$ cat config.mk
export PLATFORM = sky130hd
export DESIGN_NAME = axi_buffer_fifo
export DESIGN_NICKNAME = d
export VERILOG_FILES = /design/src/rtl/axi_buffer_fifo_pkg.sv /design/src/rtl/axi_buffer_fifo_mem.sv /design/src/rtl/axi_buffer_fifo.sv
export SDC_FILE = /design/constraint.sdc
export NUM_CORES = 1
export LEC_CHECK = 0
export CAP_MARGIN = 20
export CELL_PAD_IN_SITES_DETAIL_PLACEMENT = 1
export CELL_PAD_IN_SITES_GLOBAL_PLACEMENT = 1
export CORE_MARGIN = 2
export CORE_UTILIZATION = 49
export DETAILED_ROUTE_END_ITERATION = 6
export DONT_BUFFER_PORTS = 1
export GPL_TIMING_DRIVEN = 0
export PLACE_DENSITY_LB_ADDON = 0.1
export SLEW_MARGIN = 20
export SYNTH_ARGS = -nofsm -noshare
export SYNTH_HDL_FRONTEND = slang
export SYNTH_SLANG_ARGS = --single-unit
export TNS_END_PERCENT = 50
$ cat constraint.sdc
create_clock -name clk -period 1.7 [get_ports clk]
set_input_delay 0.255 -clock clk [delete_from_list [all_inputs] [get_ports clk]]
set_output_delay 0.255 -clock clk [all_outputs]
set_load 0.02 [all_outputs]
$ cat src/rtl/axi_buffer_fifo_pkg.sv
`default_nettype none
// ============================================================================
// Module      : axi_buffer_fifo_pkg
// Description : Shared width helpers and constants for the AXI buffer FIFO.
// Revision    : 1.0 - initial release
// ============================================================================
package axi_buffer_fifo_pkg;

  localparam int AXI_BUF_STAT_W = 32;

  // Occupancy needs one bit more than the pointers so full and empty differ.
  function automatic int axi_buf_lvl_w(input int depth);
    return $clog2(depth) + 1;
  endfunction

endpackage
`default_nettype wire

$ cat src/rtl/axi_buffer_fifo_mem.sv
`default_nettype none
// ============================================================================
// Module      : axi_buffer_mem
// Description : DEPTH x DATA_W register file, one synchronous write port and
//               one asynchronous read port, no reset.
// Revision    : 1.0 - initial release
// ============================================================================
module axi_buffer_mem #(
  parameter int DATA_W = 32,
  parameter int DEPTH  = 4,
  localparam int ADDR_W = $clog2(DEPTH)
) (
  input  logic              clk,
  input  logic              we,
  input  logic [ADDR_W-1:0] waddr,
  input  logic [DATA_W-1:0] wdata,
  input  logic [ADDR_W-1:0] raddr,
  output logic [DATA_W-1:0] rdata
);

  logic [DATA_W-1:0] mem_q [DEPTH];

  always_ff @(posedge clk) begin
    if (we) begin
      mem_q[waddr] <= wdata;
    end
  end

  assign rdata = mem_q[raddr];

endmodule
`default_nettype wire

$ cat src/rtl/axi_buffer_fifo.sv
`default_nettype none
// ============================================================================
// Module      : axi_buffer_fifo
// Description : Valid/ready FIFO with registered s_ready, m_valid and level.
//               Optional statistics outputs under AXI_BUFFER_FIFO_STATS_EN.
// Revision    : 1.0 - initial release
// ============================================================================
module axi_buffer_fifo
  import axi_buffer_fifo_pkg::*;
#(
  parameter int DATA_W = 32,
  parameter int DEPTH  = 4,
  localparam int LVL_W = axi_buf_lvl_w(DEPTH),
  localparam int PTR_W = $clog2(DEPTH)
) (
  input  logic              clk,
  input  logic              rst,
  input  logic              s_valid,
  output logic              s_ready,
  input  logic [DATA_W-1:0] s_data,
  output logic              m_valid,
  input  logic              m_ready,
  output logic [DATA_W-1:0] m_data,
  output logic [LVL_W-1:0]  level
`ifdef AXI_BUFFER_FIFO_STATS_EN
  ,
  output logic [LVL_W-1:0]          max_level,
  output logic [AXI_BUF_STAT_W-1:0] stall_cycles
`endif
);

  localparam logic [LVL_W-1:0] FULL_LVL = LVL_W'(DEPTH);

  logic [PTR_W-1:0] wr_ptr_q, wr_ptr_d;
  logic [PTR_W-1:0] rd_ptr_q, rd_ptr_d;
  logic [LVL_W-1:0] count_q, count_d;
  logic             s_ready_q, s_ready_d;
  logic             m_valid_q, m_valid_d;

  logic push;
  logic pop;
  logic mem_we;

  // Handshakes only see registered flags, so m_ready never reaches s_ready.
  assign push   = s_valid && s_ready_q;
  assign pop    = m_valid_q && m_ready;
  assign mem_we = push && rst;

  always_comb begin
    wr_ptr_d = wr_ptr_q;
    rd_ptr_d = rd_ptr_q;
    count_d  = count_q;
    if (push) begin
      wr_ptr_d = wr_ptr_q + 1'b1;
    end
    if (pop) begin
      rd_ptr_d = rd_ptr_q + 1'b1;
    end
    unique case ({push, pop})
      2'b10:   count_d = count_q + 1'b1;
      2'b01:   count_d = count_q - 1'b1;
      default: count_d = count_q;
    endcase
    s_ready_d = (count_d != FULL_LVL);
    m_valid_d = (count_d != '0);
  end

  always_ff @(posedge clk) begin
    if (!rst) begin
      wr_ptr_q  <= '0;
      rd_ptr_q  <= '0;
      count_q   <= '0;
      s_ready_q <= 1'b0;
      m_valid_q <= 1'b0;
    end else begin
      wr_ptr_q  <= wr_ptr_d;
      rd_ptr_q  <= rd_ptr_d;
      count_q   <= count_d;
      s_ready_q <= s_ready_d;
      m_valid_q <= m_valid_d;
    end
  end

  axi_buffer_mem #(
    .DATA_W (DATA_W),
    .DEPTH  (DEPTH)
  ) u_mem (
    .clk   (clk),
    .we    (mem_we),
    .waddr (wr_ptr_q),
    .wdata (s_data),
    .raddr (rd_ptr_q),
    .rdata (m_data)
  );

  assign s_ready = s_ready_q;
  assign m_valid = m_valid_q;
  assign level   = count_q;

`ifdef AXI_BUFFER_FIFO_STATS_EN
  logic [LVL_W-1:0]          max_level_q, max_level_d;
  logic [AXI_BUF_STAT_W-1:0] stall_cycles_q, stall_cycles_d;

  always_comb begin
    max_level_d    = max_level_q;
    stall_cycles_d = stall_cycles_q;
    if (count_d > max_level_q) begin
      max_level_d = count_d;
    end
    // Saturate rather than wrap so a long stall never reads as a short one.
    if (m_valid_q && !m_ready && (stall_cycles_q != '1)) begin
      stall_cycles_d = stall_cycles_q + 1'b1;
    end
  end

  always_ff @(posedge clk) begin
    if (!rst) begin
      max_level_q    <= '0;
      stall_cycles_q <= '0;
    end else begin
      max_level_q    <= max_level_d;
      stall_cycles_q <= stall_cycles_d;
    end
  end

  assign max_level    = max_level_q;
  assign stall_cycles = stall_cycles_q;
`endif

endmodule
`default_nettype wire

### Word-level counts from Yosys, hierarchy flattened

Memories as Yosys holds them, arrays and structs flattened. A register that Yosys moved wholly into a read port is not among the register bits.
Index checks and enable logic that the tools add are counted.

* logic and storage cells: 22
* bits of input ports: 36
* memory bits (writable): 128
* memories kept: 1
* register bits after elaboration: 9

Memories
* u_mem.mem_q: words 4, bits a word 32, read ports 1, clocked after memory_dff 1, wr ports 1, RTL line axi_buffer_fifo_mem.sv:21 `logic [DATA_W-1:0] mem_q [DEPTH];`

* $add $sub $neg: 4
* reductions and logical operators: 4
* multiplexer cells: 5
* eq/ne operators: 3

Operators by type and width (number)
* 3-bit one-hot mux with 2 select lines: 1
* 2-bit by 1-bit adder with 2-bit output (second input constant): 2
* 2-bit two-way mux: 2
* 3-bit by 1-bit adder with 3-bit output (second input constant): 1
* 1-bit logical AND: 3
* 3-bit inequality test (second input constant): 1
* 3-bit nonzero test: 1
* 3-bit by 1-bit subtractor with 3-bit output (second input constant): 1
* 2-bit by 1-bit == test with 1-bit output (second input constant): 1
* 2-bit == test (second input constant): 1
* 1-bit two-way mux: 2

### Depth between registers and ports, before layout

Gate-level depths: netlist (run 1).

* depth in word-level cells: 4
* gate-level depth with buffers: 6
* depth with buffers taken out: 6

### Hierarchy

A second synthesis (run 1) with hierarchy kept.

* cell total of the unflattened synthesis: 210
* area, all modules: 5087.4 um^2

By module, submodules not included
* axi_buffer_mem: area an instance 4689.5 um^2, cells an instance 171, times used 1, sequential area each 3843.7 um^2
* axi_buffer_fifo: area an instance 397.9 um^2, cells an instance 39, times used 1, sequential area each 180.2 um^2

### Worst setup path after synthesis (run 1)

OpenSTA, ideal clock, no wires.

* path type: reg-to-reg
* start point: reg s_ready_q (netlist: s_ready)
* end point: mem u_mem.mem_q[0][0] (enable)
* path buffers: 0
* required time: 1308 ps
* stages on the path, launching flop included: 4
* library setup time: 392 ps
* arrival time: 1571 ps
* path slack: -263 ps
* cell sequence: dfxtp_1 nand2_1 nor2_1 and2_1

* word-level cells in the longest chain between the ends: 4

Ends and longest elaborated chain
* start, declared: RTL line axi_buffer_fifo.sv:37 `logic s_ready_q, s_ready_d;`
* start signal, assigned: RTL line axi_buffer_fifo.sv:79 `s_ready_q <= s_ready_d;`
* 1-bit logical AND: RTL line axi_buffer_fifo.sv:45 `assign push = s_valid && s_ready_q;`
* 1-bit logical AND: RTL line axi_buffer_fifo.sv:47 `assign mem_we = push && rst;`
* 1-bit two-way mux: RTL line axi_buffer_fifo_mem.sv:24 `if (we) begin`
* 1-bit two-way mux (implied by the code): RTL line axi_buffer_fifo_mem.sv:25 `mem_q[waddr] <= wdata;`
* end, declared: RTL line axi_buffer_fifo_mem.sv:21

No other way between the ends.

==> results of run 1 <==
## routing by layer
metal,vias up,share of wire (%),GRT usage [%]
met1,1265,41,20.7
li1,1037,-,-
met5,-,0,0
met3,14,4.5,6.26
met2,57,53,30.1
met4,0,1.4,7.42
## per-stage QoR
step / instance area [sq um] / cells / setup WS [ns]
after floorplan: 5180 / 220 / -0.262
after global placement: 5350 / 356 / -0.811
after detailed placement: 5380 / 357 / -0.410
after CTS: 6270 / 423 / -0.325
after global routing: 6370 / 430 / -0.353
final: 6370 / 430 / -0.288
## flip-flops by register name, indices dropped and copies added, names as in the netlist, named ones only
name         count
wr_ptr_q         2
u_mem.mem_q    128
m_valid          1
level            3
rd_ptr_q         2
s_ready          1
## power groups by stage
| stage | Combinational, mW | Clock [mW] | Sequential, mW |
|---|---|---|---|
| after global routing | 1.57 | 3.34 | 4.15 |
| after floorplan | 1.03 | 0 | 4.14 |
| after detailed placement | 1.22 | 0 | 4.18 |
| after CTS | 1.37 | 3.19 | 4.13 |
| after global placement | 1.17 | 0 | 4.16 |
| final | 1.47 | 3.15 | 4.13 |
## final timing paths
| path | slack, ns | to | depth (start not counted) | startpoint |
|---|---|---|---|---|
| worst min register to register | 0.50 | wr_ptr_q[1] | 2 | wr_ptr_q[1] |
| worst max-delay path | -0.29 | m_data[29] | 3 | flip-flop |
| worst max register to register | -0.14 | m_valid | 6 | m_valid |
| worst min-delay path | 0.06 | wr_ptr_q[0] | 3 | s_valid |
## critical path, cell delays in order, from the launching register on
cell and delay, ns:
dfxtp_2 0.33, buf_8 0.13, buf_12 0.15, mux4_2 0.60
## cell type report
class / instances / area share [%]
multi-input combinational: 74 / 17.4
clock buffer: 20 / 6.67
tap: 136 / 2.67
inverter: 3 / 0.177
timing repair buffer: 40 / 6.44
clock inverter: 11 / 1.26
sequential: 139 / 63.9
buffer: 7 / 1.53
## placed cells by master, fill, tap and decap left out, drive strengths merged
cell type,n
or4,1
nand2b,2
mux2i,1
xor2,1
nand2,3
ha,5
buf,8
fa,1
nor3,1
and2,8
mux4,32
clkinv,8
edfxtp,128
o211ai,1
nor2,7
o221ai,1
a21oi,1
clkinvlp,2
and3,1
xnor2,3
clkbuf,23
dlygate4sd3,36
nand3,3
bufinv,1
dfxtp,11
o31ai,1
o21a,1
inv,3
## kinds of logic (layout without fill, tap and decap cells)
family                     Yosys count  after routing  share of synthesized area, %
buffers and inverters               10             81                          1.89
adders and majority gates            6              6                          1.60
muxes                               33             33                          14.3
and+or+nand+nor                     23             26                          2.30
DFF                                139            139                          78.6
AOI/OAI and AO/OA                    5              5                         0.702
xor gates and xnor gates             4              4                         0.677
## timing repair
action	in CTS	in global routing
hold endpoints to repair	139	1
hold buffers	35	1
pin swaps	3	5
endpoints found under the setup margin	164	149
resized for setup	15	15
setup buffers	0	3
gates cloned	0	3
==> out/qor.csv, run 1 <==
metric,value,unit
vias in the first global route,2608,
Area Overhead vs Synth,23.2,%
Synth area leaders,"edfxtp_1 74%, mux4_2 13%, dfxtp_1 4.3%, ha_1 1.2%, buf_12 1.2%",
sequential fraction of the synthesis area,78.6,%
crit path max fanout,10,
RSZ-0062 raised after global routing,true,
sequential share of power,47.2,%
largest net degree at the start of global routing,33,
clock-pin slew on the worst setup and hold paths,0.06,ns
clock sink count,139,
gpl congestion,0.667,
Storage cell area,0.00407,sq mm
final hold slack,0.0632,ns
antenna violations before repair,0,
Ports,73,
die extent in x,107,um
Final Power,8.75,mW
failing checks,setup timing,
Multi-input gate area,0.00111,sq mm
gr usage total,17.8,%
top-count cell post-synth,edfxtp_1,
Final #Nets,324,
core area,0.0103,sq mm
Port-buffer cells,0,
"Worst Path Class, Setup",flip-flop to primary output,
die area,0.0114,sq mm
DRT Pass-1 Iters,4,
Worst Skew,0.00648,ns
post-synthesis cell count,220,
Achievable Freq,503,MHz
Combinational Power Share,16.8,%
Fillers,863,
critical path launch point type,flip-flop,
final wirelength,9.89,mm
switching part of the total power,25.5,%
ys async rst share,0,%
Chip Height,107,um
Slew HR,74.0,%
post-DP HPWL,5.57,mm
Clk pwr share,36.0,%
DRC Markers,0,
grt ovf,0,
NetSw,2.23,mW
Int Power,6.52,mW
Worst EP required,1.44,ns
"Min Clock Period, post-route",1.99,ns
worst-skew pair later-pin latency,0.52,ns
Syn Area/Cell,23.5,sq um
wire length per cell,23.0,um
initial core utilization,50.3,%
leakage power,2.06,nW
Max IR drop VDD,0.659,mV
"Top FF cell, synth",edfxtp_1,
first-pass GRT wire length,14.5,mm
share of cells above drive strength 1,29.6,%
htree depth,4,
antenna cells,0,
CP endpoint kind,primary output,
Final Hold Viols,0,
Via density,5.52,
Post-synth EDFFs,128,
synth warn,0,
post-synth net total,262,
CTS tree,done,
Post-Syn Area,0.00517,sq mm
final setup margin,-0.288,ns
Worst Path Arrival,1.73,ns
Final setup viols,35,
"Distinct cells, synth",27,
cell row count,37,
Max Cap Violations,0,
Final Cycle Share,117,%
Post-DRT Antenna Nets,0,
CTS buffer count,17,
Via Count,2373,
Starting DRT DRC Count,116,
hold crit path type,input port to flip-flop,
Synth top area share,74.3,%
status,"finished, violations left",
Final Core Density,62.0,%
Yosys reg bits,139,
Slew @ Worst Pin,0.389,ns
clk root buf,clkbuf_8,
maximum root-to-sink buffer count,2,
most frequent cells after synthesis,"128 x edfxtp_1, 30 x mux4_2, 11 x dfxtp_1, 7 x nor2_1",
"Slew Viols, Final",0,
TNS Setup,-8.81,ns
Power Density,1370,mW/mm^2
post-synth top area cell,edfxtp_1,
No activity file was read; power rests on OpenSTA's default activity.
==> inputs of run 2 (changes only) <==
--- a/config.mk
+++ b/config.mk
@@ -14,6 +14,7 @@
 export DONT_BUFFER_PORTS = 1
 export GPL_TIMING_DRIVEN = 0
 export PLACE_DENSITY_LB_ADDON = 0.1
+export SKIP_LAST_GASP = 1
 export SLEW_MARGIN = 20
 export SYNTH_ARGS = -nofsm -noshare
 export SYNTH_HDL_FRONTEND = slang
==> run 2 against run 1 <==
The run still ends with setup timing left. Clock-buffer cell count did not move. Setup slack got worse by 0.020 ns. Clock skew rose by 0.0013 ns. Design area rose by 1.3%. Clock power barely moved. Sequential share of layout area fell by 0.80 points. Via count fell by 0.38%. Sequential power barely moved.
==> out/qor.csv, run 2 (synthesized netlist as in run 1, its figures left out) <==
metric,value,unit,change
htree depth,4,,unchanged
cell row count,37,,unchanged
gr usage total,17.8,%,unchanged
Worst Path Arrival,1.75,ns,was 1.73 ns
DRT Pass-1 Iters,4,,unchanged
placed cells,357,,unchanged
gpl congestion,0.667,,unchanged
hold crit path type,input port to flip-flop,,unchanged
leakage power,2.09,nW,was 2.06 nW
critical path launch point type,flip-flop,,unchanged
antenna violations before repair,0,,unchanged
final hold slack,0.0380,ns,was 0.0632 ns
Final Core Density,62.8,%,was 62.0%
Worst Skew,0.00778,ns,was 0.00648 ns
TNS Setup,-15.92,ns,was -8.81 ns
CP peak stage delay,0.58,ns,was 0.60 ns
DRC Markers,0,,unchanged
Final #Nets,326,,was 324
Top reg by flops,u_mem.mem_q,,unchanged
CP endpoint kind,primary output,,unchanged
clk root buf,clkbuf_8,,unchanged
Final setup viols,99,,was 35
Chip Height,107,um,unchanged
worst hold path depth,3,,unchanged
crit path max fanout,8,,was 10
Starting DRT DRC Count,119,,was 116
"Min Clock Period, post-route",2.01,ns,was 1.99 ns
first-pass GRT wire length,14.5,mm,unchanged
largest net degree at the start of global routing,33,,unchanged
initial core utilization,50.3,%,unchanged
maximum root-to-sink buffer count,2,,unchanged
vias in the first global route,2610,,was 2608
post-DP HPWL,5.57,mm,unchanged
CTS tree,done,,unchanged
Max Cap Violations,0,,unchanged
"Slew Viols, Final",0,,unchanged
Slew @ Worst Pin,0.507,ns,was 0.389 ns
"most common cell after layout, fill and taps aside",edfxtp_1,,unchanged
Worst EP required,1.44,ns,about the same
"Slowest-stage cell, CP",mux4_2,,unchanged
Final Hold Viols,0,,unchanged
wire length per cell,22.5,um,was 23.0 um
Max IR drop VDD,0.663,mV,was 0.659 mV
antenna cells,0,,unchanged
CP Cell Sequence,buf_12 -> clkbuf_16 -> mux4_2,,was buf_8 -> buf_12 -> mux4_2
core area,0.0103,sq mm,unchanged
die area,0.0114,sq mm,unchanged
final setup margin,-0.308,ns,was -0.288 ns
Final Cycle Share,118,%,was 117%
CTS buffer count,17,,unchanged
grt ovf,0,,unchanged
Fillers,855,,was 863
die extent in x,107,um,unchanged
Via Count,2364,,was 2373
failing checks,setup timing,,unchanged
Power Density,1370,mW/mm^2,about the same
worst-skew pair later-pin latency,0.52,ns,about the same
RSZ-0062 raised after global routing,true,,unchanged
Area Overhead vs Synth,24.8,%,was 23.2%
Storage cell area,0.00407,sq mm,unchanged
"Worst Path Class, Setup",flip-flop to primary output,,unchanged
Via density,5.47,,was 5.52
status,"finished, violations left",,unchanged
final wirelength,9.71,mm,was 9.89 mm
share of cells above drive strength 1,30.1,%,was 29.6%
clock sink count,139,,unchanged
Port-buffer cells,0,,unchanged
Slew HR,66.2,%,was 74.0%
Post-DRT Antenna Nets,0,,unchanged
post-place setup slack,-0.410,ns,unchanged
clock-pin slew on the worst setup and hold paths,0.06,ns,about the same
Multi-input gate area,0.00109,sq mm,was 0.00111 sq mm
Ports,73,,unchanged
Post-Layout Cell Count,432,,was 430
"commonest non-fill, non-tap cells in the layout","128 x edfxtp_1, 36 x dlygate4sd3_1, 31 x mux4_2",,unchanged
Achievable Freq,498,MHz,was 503 MHz
R2R depth,6,,unchanged
max reg flops,128,,unchanged
## run 2: final cells by class
class | instances | area share [%]
clock inverters | 11 | 1.24
well taps | 136 | 2.64
inverters | 3 | 0.174
multi-input cells | 72 | 16.9
plain buffers | 7 | 1.59
clock buffers | 20 | 6.59
repair buffers | 44 | 7.83
flip-flops and latches | 139 | 63.1
## run 2: stage by stage
step | cell area, sq um | power, mW
final | 6460 | 8.83
after global routing | 6460 | 9.15
after CTS | 6270 | 8.68
after detailed placement | 5380 | 5.40
after global placement | 5350 | 5.33
after floorplan | 5180 | 5.17
## run 2: worst paths after layout
kind                from          end  slack (ns)
max            flip-flop   m_data[21]       -0.31
min              s_valid  wr_ptr_q[0]        0.04
max reg2reg      m_valid      m_valid       -0.13
min reg2reg  wr_ptr_q[1]  wr_ptr_q[1]        0.51
## run 2: power by group
group          internal [mW]  switching [mW]  leakage [nW]
sequential              3.97           0.172          1.25
combinational          0.743           0.804         0.596
clock                   1.89            1.26         0.244
## run 2: repair_timing
item	in CTS	in global routing
resized for setup	13	15
pin swaps	2	6
setup buffers	0	4
endpoints found under the setup margin	164	161
hold endpoints to repair	139	1
hold buffers	35	1
cloned	0	4
## run 2: routing by layer
metal | wire length [um] | global-route usage (%) | up-vias
li1 | - | - | 1040
met1 | 3720 | 20.7 | 1241
met2 | 5300 | 30.1 | 70
met3 | 560 | 6.26 | 13
met4 | 131 | 7.42 | 0
met5 | 0 | 0 | -
## run 2: critical path: cells and delay by family (launching register included)
family	cells	cell delay, ns
flip-flops	1	0.34
buffers and inverters	2	0.32
multiplexers	1	0.58
